===== config.mk =====
export PLATFORM = sky130hd
export DESIGN_NAME = multicore_pc_sequencer
export DESIGN_NICKNAME = d
export VERILOG_FILES = /design/src/rtl/multicore_pc_sequencer.sv
export SDC_FILE = /design/constraint.sdc
export NUM_CORES = 1
export LEC_CHECK = 0
export ABC_CLOCK_PERIOD_IN_PS = 3500
export CAP_MARGIN = 15
export CORE_MARGIN = 3
export CORE_UTILIZATION = 40
export CTS_CLUSTER_DIAMETER = 150
export DETAILED_ROUTE_END_ITERATION = 6
export PLACE_DENSITY = 0.66
export SLEW_MARGIN = 5
export SYNTH_ARGS = -nofsm -noshare
export SYNTH_HDL_FRONTEND = slang
export SYNTH_SLANG_ARGS = --single-unit
export TNS_END_PERCENT = 5

===== constraint.sdc =====
create_clock -name i_clk -period 3.5 [get_ports i_clk]
set_clock_uncertainty 0.15 [all_clocks]
set_input_delay 0.525 -clock i_clk [delete_from_list [all_inputs] [get_ports i_clk]]
set_output_delay 0.525 -clock i_clk [all_outputs]
set_load 0.01 [all_outputs]

===== src/rtl/multicore_pc_sequencer.sv =====
// Bank of independent per-core program counters with conditional jump, a call/return stack,
// stall, halt detection and sticky stack-error flags. All outputs are registered.
module multicore_pc_sequencer #(
    parameter int unsigned NCORES      = 4,
    parameter int unsigned AW          = 16,
    parameter int unsigned STACK_DEPTH = 4,
    parameter int unsigned INIT_BASE   = 0,
    parameter int unsigned PC_STRIDE   = 6,
    localparam int unsigned SW         = $clog2(STACK_DEPTH + 1)
) (
    input  logic                 i_clk,
    input  logic                 i_reset,
    input  logic [NCORES-1:0]    i_run,
    input  logic [2*NCORES-1:0]  i_op,
    input  logic [NCORES-1:0]    i_cond,
    input  logic [AW*NCORES-1:0] i_jump_target,
    output logic [AW*NCORES-1:0] o_pc,
    output logic [SW*NCORES-1:0] o_stack_level,
    output logic [NCORES-1:0]    o_halted,
    output logic [NCORES-1:0]    o_stack_ovf,
    output logic [NCORES-1:0]    o_stack_unf
);

    typedef enum logic [1:0] {OpNext, OpJump, OpCall, OpRet} op_e;

    // Stack index width; a depth of one still needs a one-bit index.
    localparam int unsigned IW = (STACK_DEPTH > 1) ? $clog2(STACK_DEPTH) : 1;

    for (genvar g = 0; g < NCORES; g++) begin : g_core
        localparam logic [AW-1:0] RESET_PC = AW'(INIT_BASE + g * PC_STRIDE);

        logic [AW-1:0] r_pc;
        logic [SW-1:0] r_level;
        logic          r_halted;
        logic          r_ovf;
        logic          r_unf;
        logic [AW-1:0] r_stack [2**IW];

        op_e           w_op;
        logic [AW-1:0] w_target;
        logic [AW-1:0] w_pc_inc;
        logic [IW-1:0] w_push_idx;
        logic [IW-1:0] w_pop_idx;
        logic          w_full;
        logic          w_empty;

        assign w_op       = op_e'(i_op[2*g +: 2]);
        assign w_target   = i_jump_target[AW*g +: AW];
        assign w_pc_inc   = r_pc + AW'(1);
        assign w_push_idx = IW'(r_level);
        assign w_pop_idx  = IW'(r_level - SW'(1));
        assign w_full     = (r_level == SW'(STACK_DEPTH));
        assign w_empty    = (r_level == '0);

        // Stack entries are deliberately left out of reset; only the level is cleared.
        always_ff @(posedge i_clk) begin
            if (i_reset) begin
                r_pc     <= RESET_PC;
                r_level  <= '0;
                r_halted <= 1'b0;
                r_ovf    <= 1'b0;
                r_unf    <= 1'b0;
            end else if (i_run[g] && !r_halted) begin
                unique case (w_op)
                    OpNext: r_pc <= w_pc_inc;
                    OpJump: begin
                        if (i_cond[g]) begin
                            r_pc <= w_target;
                            if (w_target == r_pc) r_halted <= 1'b1;
                        end else begin
                            r_pc <= w_pc_inc;
                        end
                    end
                    OpCall: begin
                        if (w_full) begin
                            r_ovf <= 1'b1;
                            r_pc  <= w_pc_inc;
                        end else begin
                            r_stack[w_push_idx] <= w_pc_inc;
                            r_level             <= r_level + SW'(1);
                            r_pc                <= w_target;
                        end
                    end
                    OpRet: begin
                        if (w_empty) begin
                            r_unf <= 1'b1;
                            r_pc  <= w_pc_inc;
                        end else begin
                            r_pc    <= r_stack[w_pop_idx];
                            r_level <= r_level - SW'(1);
                        end
                    end
                endcase
            end
        end

        assign o_pc[AW*g +: AW]          = r_pc;
        assign o_stack_level[SW*g +: SW] = r_level;
        assign o_halted[g]               = r_halted;
        assign o_stack_ovf[g]            = r_ovf;
        assign o_stack_unf[g]            = r_unf;
    end

endmodule


# --- Word-level counts from Yosys, hierarchy flattened ---
# Memories as Yosys holds them, arrays and structs flattened.
# Index checks and enable logic that the tools add are counted.
classes:
  addsub: 12
  n_eq_ne: 28
  n_mux: 48
  n_reduce_logical: 36
ops:
  columns: ["op", "count"]
  rows:
  - ["16-bit case mux with 4 select lines", 4]
  - ["16-bit two-way mux", 12]
  - ["16-bit by 1-bit adder with 16-bit output (second input constant)", 4]
  - ["16-bit == test", 4]
  - ["4-bit AND reduction", 8]
  - ["3-bit two-way mux", 8]
  - ["3-bit case mux with 2 select lines", 4]
  - ["3-bit AND reduction", 8]
  - ["1-bit two-way mux", 20]
  - ["2-bit == test (second input constant)", 8]
  - ["2-bit inequality test (second input constant)", 8]
  - ["3-bit by 1-bit adder with 3-bit output (second input constant)", 4]
  - ["3-bit == test (second input constant)", 4]
  - ["3-bit logical NOT", 4]
  - ["3-bit by 1-bit subtractor with 3-bit output (second input constant)", 4]
  - ["2-bit by 1-bit == test with 1-bit output (second input constant)", 4]
  - ["2-bit logical NOT", 4]
  - ["2-bit nonzero test", 4]
  - ["1-bit logical AND", 4]
  - ["1-bit logical NOT", 4]
totals:
  regBits: 88
  ramBits: 256
  inputBits: 82
  output_inout_bits: 88
  elab_cells: 148
  memories: 4
mem_list:
  columns: ["memory", "depth", "word_bits", "rd", "rd_clocked_by_memory_dff", "wr", "line", "rtl"]
  rows:
  - ["g_core[0].r_stack", 4, 16, 1, 0, 1, "37", "logic [AW-1:0] r_stack [2**IW];"]
  - ["g_core[1].r_stack", 4, 16, 1, 0, 1, "37", null]
  - ["g_core[2].r_stack", 4, 16, 1, 0, 1, "37", null]
  - ["g_core[3].r_stack", 4, 16, 1, 0, 1, "37", null]

# --- Logic depth before layout (Yosys ltp) ---
# Gate-level depths: netlist of run 1.
depth:
  word_depth: 6
  mapped_depth: 9
  mapped_depth_nobuf: 7

# --- Worst setup path after synthesis of run 1 ---
# Ideal clock, no wire load.
synth_path:
  kind: "register to register"
  start: "reg g_core[3].r_level[0]"
  end: "reg g_core[3].r_pc[6]"
  setup_ps: 124
  t_arrival_ps: 2503
  required_ps: 3226
  path_slack_ps: 723
  stages_incl_launch_ff: 10
  n_path_buf: 4
  synth_period_minus_slack_ps: 2777
  cell_sequence: "dfxtp_1 -> buf_4 -> buf_2 -> inv_1 -> ha_1 -> buf_2 -> clkbuf_1 -> mux4_2 -> a221oi_1 -> a21oi_1"
synth_between:
  elab_chain_cells: 4
  elab_cells_between_ends: 7
  cone_classes: "add/sub: 1; eq/ne: 1; mux: 3; reduce/logical: 1; memory: 1"
synth_lines:
  columns: ["element", "line", "rtl"]
  rows:
  - ["from (decl)", "33", "logic [SW-1:0] r_level;"]
  - ["from (signal assigned)", "80", "r_level <= r_level + SW'(1);"]
  - ["from (signal assigned)", "90", "r_level <= r_level - SW'(1);"]
  - ["3-bit by 1-bit subtractor with 3-bit output", null, null]
  - ["memory read 4 x 16 bit", null, null]
  - ["16-bit two-way mux", "85", "if (w_empty) begin"]
  - ["16-bit case mux with 4 select lines *", "64", "unique case (w_op)"]
  - ["to (signal assigned)", "65", "OpNext: r_pc <= w_pc_inc;"]
  - ["to (signal assigned)", "68", "r_pc <= w_target;"]
  - ["to (signal assigned)", "87", "r_pc <= w_pc_inc;"]
  - ["to (decl)", "32", "logic [AW-1:0] r_pc;"]
# Every way passes the cells marked *; elsewhere a longest branch is shown, timed or not.
# A chain may end at the register's enable or synchronous reset.

# --- Worst setup path in the final report of run 1 ---
layout_path:
  start: "reg g_core[2].r_level[0]"
  end: "out o_stack_level[6]"
layout_rtl:
  columns: ["element", "line", "rtl"]
  rows:
  - ["from (decl)", "33", null]
  - ["from (signal assigned)", "80", null]
  - ["from (signal assigned)", "90", null]
  - ["to (decl)", "18", "output logic [SW*NCORES-1:0] o_stack_level,"]
# No word-level cell between the ends.

==> flow_summary.yaml, run 1 <==
setup_path:
  cp_max_fo: 20
  r2r_start: "g_core[0].r_level[1]"
  arrival_ns: 1.87
  reg2regPathDepth: 7
  r2r_end: "g_core[0].r_pc[0]"
  rrSetupSlack_ns: 1.02
  cp.required_ns: 2.82
  critPathKind: "reg -> out"
  start_kind: "register"
  endpoint_kind: "primary output"
flow_run:
  cap_violations: 0
power:
  comb_power_share: 0.132
  power_frac_seq: 0.471
  clockPowerShare: 0.396
  p_int_mw: 7.50
  p_sw_frac: 0.245
  ir_drop_mv: 0.383
  powerDensity_nw_per_um2: 510
  power.switching_mw: 2.43
  p_leak_nw: 6.49
grt:
  grt_usage: 0.200
  grt_pass1_vias: 11200
  grtUsageMet2: 0.322
  globalRouteMet3Util: 0.0495
  grt_pass1_wl_um: 65600
  grt_antenna_before_repair: 1
  grt_max_degree: 48
  busiest_layer: "met2"
  overflow: 0
  grtUsageMet1: 0.273
route:
  routed_wl_um: 42200
  wire_per_inst_um: 22.1
  drc: 0
  drtPass1Iterations: 6
  ant_nets: 0
  viasPerCell: 5.74
  drt_iter0_drc: 948
  vias: 11000
floorplanning:
  start_util: 0.409
  die_h_um: 206
  fp.dieArea_um2: 42400
  die_w_um: 206
  core.rowCount: 72
  core_um2: 39000
  io_pins: 170
synth:
  synthTopCellsByArea: "edfxtp_1 48%, dfxtp_1 11%, mux4_2 9.0%"
  synth_edf_count: 256
  synth.top_cell.area_share: 0.481
  yosys_warnings: 0
  postSynthCellCount: 1187
  netlist_area_um2: 16000
  ys_ff_latch: 344
  yosys_most_used_dff: "edfxtp_1"
  synth_nets: 1293
  ys_types: 56
  async_flop_share: 0
  yosys.area.top_type: "edfxtp_1"
  yosysSeqAreaShare: 0.592
  avgSynthCellArea_um2: 13.5
min_path:
  min_from: "g_core[3].r_ovf"
  hold_end: "g_core[3].r_ovf"
  worstHoldPathType: "reg -> reg"
  hold_depth: 2
clock_network:
  clockBufferDepth: 3
  cts_buffers: 38
  clkTransAtPathRegs_ns: 0.06
  clockRootBuffer: "clkbuf_16"
  h-tree-depth: 2
  cts_tree: "yes"
  insertion_delay_ns: 0.54
  post_cts_resized: 0
  cts_setup_buffers: 0
  hold_buffers: 0
  cts_sinks: 344
sta:
  slew_violations: 0
  post-route-period-util: 0.728
  fmax_mhz: 392
  worst_pin_slew_ns: 0.816
  fin_crit_ns: 2.55
  slew_headroom: 0.456
  finalHoldViolations: 0
  setup_viol: 0
  rsz0062_at_grt: "false"
  finalSetupTns_ns: 0
  hold-worst-slack_ns: 0.326
finish:
  final_common_cell: "edfxtp_1"
  nets: 1468
  final_cell_mix: "256 x edfxtp_1, 168 x clkdlybuf4s50_1, 88 x dfxtp_1"
  antenna_cells: 0
  drive_gt1_frac: 0.135
  syn2layout_area_growth_pct: 22.0
  fill_cells: 3415
  finalNonFillerCells: 1909
place:
  place_congestion: 0.811
  dp_cells: 1840
  portBuffers: 169
  dpl.hpwl_um: 28400
outcome:
  status: "completed"
==> kinds of logic (layout without fill, tap and decap cells) <==
logic type / Yosys count / after routing / share of synthesized area
muxes: 73 / 73 / 0.0964
adders and majority gates: 24 / 24 / 0.0188
xor gates and xnor gates: 133 / 133 / 0.0729
buffers and inverters: 109 / 313 / 0.0338
AOI/OAI and AO/OA: 224 / 224 / 0.0966
DFF: 344 / 344 / 0.592
and+or+nand+nor: 280 / 280 / 0.0899
==> how the worst max path moves through the flow <==
| stage | start | to | slack [ns] | depth (start not counted) |
|---|---|---|---|---|
| final | g_core[2].r_level[0] | o_stack_level[6] | 0.95 | 2 |
| after global routing | g_core[2].r_level[0] | o_stack_level[6] | 0.81 | 2 |
| after CTS | g_core[2].r_level[0] | o_stack_level[6] | 0.86 | 2 |
| after detailed placement | i_op[3] | g_core[1].r_pc[15] | 0.60 | 6 |
| after global placement | i_op[3] | g_core[1].r_pc[15] | 0.67 | 6 |
| after floorplan | g_core[3].r_level[0] | g_core[3].r_pc[6] | 0.72 | 9 |
==> cell usage after synthesis, types with 25 or more instances <==
cell / count
buf_2: 29
xnor2_1: 74
mux4_2: 64
nand2_1: 74
a21oi_1: 61
o21ai_0: 46
dfxtp_1: 88
nor2_1: 45
a221oi_1: 53
nand4_1: 27
nor3_1: 31
clkbuf_1: 32
xor2_1: 59
edfxtp_1: 256
inv_1: 25
==> layout make-up <==
| cell class | instances | area [um2] | area share |
|---|---|---|---|
| clock inverter | 19 | 174 | 0.00893 |
| inverter | 25 | 93.8 | 0.00482 |
| multi-input combinational | 734 | 5980 | 0.307 |
| clock buffer | 50 | 1060 | 0.0544 |
| tap | 518 | 648 | 0.0333 |
| sequential | 344 | 9450 | 0.485 |
| timing repair buffer | 219 | 2070 | 0.106 |
==> metrics by stage <==
stage | utilization | power [mW] | area, um2 | setup slack, ns
4_1_cts | 0.499 | 10.0 | 19500 | 0.863
5_1_grt | 0.499 | 10.3 | 19500 | 0.808
3_3_place_gp | 0.468 | 6.05 | 18200 | 0.671
6_report | 0.499 | 9.93 | 19500 | 0.952
2_1_floorplan | - | 5.51 | 16000 | 0.723
3_5_place_dp | 0.468 | 6.08 | 18200 | 0.602
==> worst max-delay path, stage by stage (launching register included) <==
cell	delay, ns
dfxtp_1	0.33
buf_4	0.38
clkdlybuf4s50_1	0.62
==> power groups by stage <==
stage / clock network (mW) / logic (mW) / registers [mW]
floorplan: 0 / 0.788 / 4.73
global placement: 0 / 1.29 / 4.76
detailed placement: 0 / 1.31 / 4.76
CTS: 4.04 / 1.32 / 4.68
global route: 4.20 / 1.43 / 4.70
finish: 3.94 / 1.31 / 4.68
==> state kept, by name, indices dropped and copies added, names as in the netlist <==
| name | count |
|---|---|
| g_core.r_stack | 256 |
| g_core.r_pc | 64 |
| g_core.r_level | 12 |
| g_core.r_halted | 4 |
| g_core.r_ovf | 4 |
| g_core.r_unf | 4 |
==> metal layers <==
metal | routed length, um | part of all wire
met3 | 3390 | 0.080
met1 | 18000 | 0.43
met5 | 20 | 0.00047
met4 | 842 | 0.020
met2 | 19900 | 0.47
Power figures use the tool's default switching activity.
==> inputs of run 2 (changes only) <==
Settings changed: ABC_CLOCK_PERIOD_IN_PS 3500 to 2500.
Clock period 3.5 ns to 2.5 ns, I/O delays scaled along.
==> run 2 against run 1 <==
Global-route usage up 0.48 points. Via count up 2.0%. Critical path depth unchanged. Final area up 3.5%. Clock power up 38%. Critical endpoint unchanged. Highest routed layer unchanged.
==> flow_summary.yaml, run 2 (same netlist as run 1, synthesis figures left out) <==
outcome:
  status: "completed"
floorplanning:
  die_w_um: 206
  die_h_um: 206
  core_um2: 39000
  core.rowCount: 72
  start_util: 0.409
  io_pins: 170
  fp.dieArea_um2: 42400
clock_network:
  cts_buffers: 40
  clkTransAtPathRegs_ns: 0.06
  cts_tree: "yes"
  hold_buffers: 0
  cts_sinks: 344
  h-tree-depth: 2
  insertion_delay_ns: 0.54
  clockBufferDepth: 3
  clockRootBuffer: "clkbuf_16"
route:
  ant_nets: 0
  wire_per_inst_um: 21.8
  viasPerCell: 5.68
  routed_wl_um: 42900
  vias: 11200
  drc: 0
  drt_iter0_drc: 833
  drtPass1Iterations: 5
setup_path:
  r2r_start: "g_core[0].r_level[0]"
  endpoint_kind: "primary output"
  rrSetupSlack_ns: 0.23
  arrival_ns: 1.86
  crit_path_max_incr_delay_ns: 0.62
  critPathKind: "reg -> out"
  start_kind: "register"
  crit_slowest_cell: "clkdlybuf4s50_1"
  cp.required_ns: 1.98
  crit_chain: "buf_4 > clkdlybuf4s50_1"
  r2r_end: "g_core[0].r_stack[0][0]"
  reg2regPathDepth: 7
  cp_max_fo: 20
sta:
  setup_viol: 0
  slew_violations: 0
  post-route-period-util: 0.953
  fmax_mhz: 420
  fin_crit_ns: 2.38
  rsz0062_at_grt: "false"
  hold-worst-slack_ns: 0.132
  slew_headroom: 0.489
  finalHoldViolations: 0
  fin_ws_ns: 0.117
  worst_pin_slew_ns: 0.764
grt:
  grt_usage: 0.205
  grt_max_degree: 48
  grt_antenna_before_repair: 1
  grt_pass1_wl_um: 66800
  overflow: 0
  grt_pass1_vias: 11400
finish:
  top_regs: "g_core.r_stack: 256 flops, g_core.r_pc: 64 flops, g_core.r_level: 12 flops"
  syn2layout_area_growth_pct: 26.2
  largest_register_ffs: 256
  regMostFlops: "g_core.r_stack"
  final_common_cell: "edfxtp_1"
  fill_cells: 3279
  antenna_cells: 0
  nets: 1527
  drive_gt1_frac: 0.177
  final_cell_mix: "256 x edfxtp_1, 168 x clkdlybuf4s50_1, 88 x dfxtp_1"
place:
  dpl.hpwl_um: 29600
  portBuffers: 169
  detailedPlace.worstSlack_ns: -0.125
  place_congestion: 0.864
power:
  power_frac_seq: 0.465
  powerDensity_nw_per_um2: 694
  p_sw_frac: 0.250
  p_leak_nw: 6.84
  power.switching_mw: 3.50
  ir_drop_mv: 0.676
  clockPowerShare: 0.389
  comb_power_share: 0.146
  p_int_mw: 10.5
flow_run:
  cap_violations: 0
min_path:
  min_from: "i_reset"
  hold_end: "g_core[2].r_level[2]"
  hold_depth: 2
  worstHoldPathType: "in -> reg"
[run 2: cell count changes in the layout (fill, tap and decap cells not counted), sizes merged]
cell and delta:
buf +57, clkbuf +5, bufinv -2, clkinv -2, inv +1
[run 2: what timing repair did]
item                                   4_1_cts  5_1_grt
endpoints found under the hold margin        0        0
gates resized for setup                      0        1
setup buffers                                0        0
setup endpoints to repair                    0        2
[run 2: how the worst max path moves through the flow]
stage	from	endpoint	slack (ns)	cells after the start
floorplan	g_core[3].r_level[0]	g_core[3].r_stack[1][0]	-0.06	8
global placement	i_op[0]	g_core[0].r_pc[0]	-0.05	6
detailed placement	i_op[0]	g_core[0].r_pc[0]	-0.13	6
CTS	g_core[2].r_level[0]	o_stack_level[6]	0.04	2
global route	g_core[2].r_level[0]	o_stack_level[6]	0.002	2
finish	g_core[2].r_level[0]	o_stack_level[6]	0.12	2
[run 2: cell type report]
cell class                      instances  area [um2]  share of cell area
Clock buffer                           55        1100              0.0545
Clock inverter                         16         110             0.00546
Inverter                               25        93.8             0.00465
Multi-Input combinational cell        734        6000               0.297
Sequential cell                       344        9450               0.469
Tap cell                              518         648              0.0321
Timing Repair Buffer                  276        2770               0.137
[run 2: stage by stage]
stage	total power [mW]	TNS [ns]	cells	util	instance area (um2)
after detailed placement	8.66	-0.266	1897	0.486	18900
final	14.0	0	1968	0.517	20200
after global routing	14.6	0	1968	0.517	20200
after global placement	8.63	-0.0557	1897	0.486	18900
after CTS	14.1	0	1968	0.517	20200
after floorplan	7.73	-2.76	1187	-	16000
[run 2: layer usage]
layer  GRT usage  routed length, um
met1       0.273              17500
met2       0.330              20600
met3      0.0432               3410
met4      0.0807               1390
met5           0                 14
[run 2: critical path, delay by kind of cell (launching register included)]
kind	cells	cell delay [ns]
flops	1	0.33
buf+inv	2	0.97
[run 2: power groups by stage]
stage	Sequential [mW]	Combinational, mW	Clock (mW)
after floorplan	6.62	1.11	0
after global placement	6.62	2.01	0
after detailed placement	6.62	2.03	0
after CTS	6.50	2.05	5.59
after global routing	6.52	2.21	5.82
final	6.50	2.05	5.44
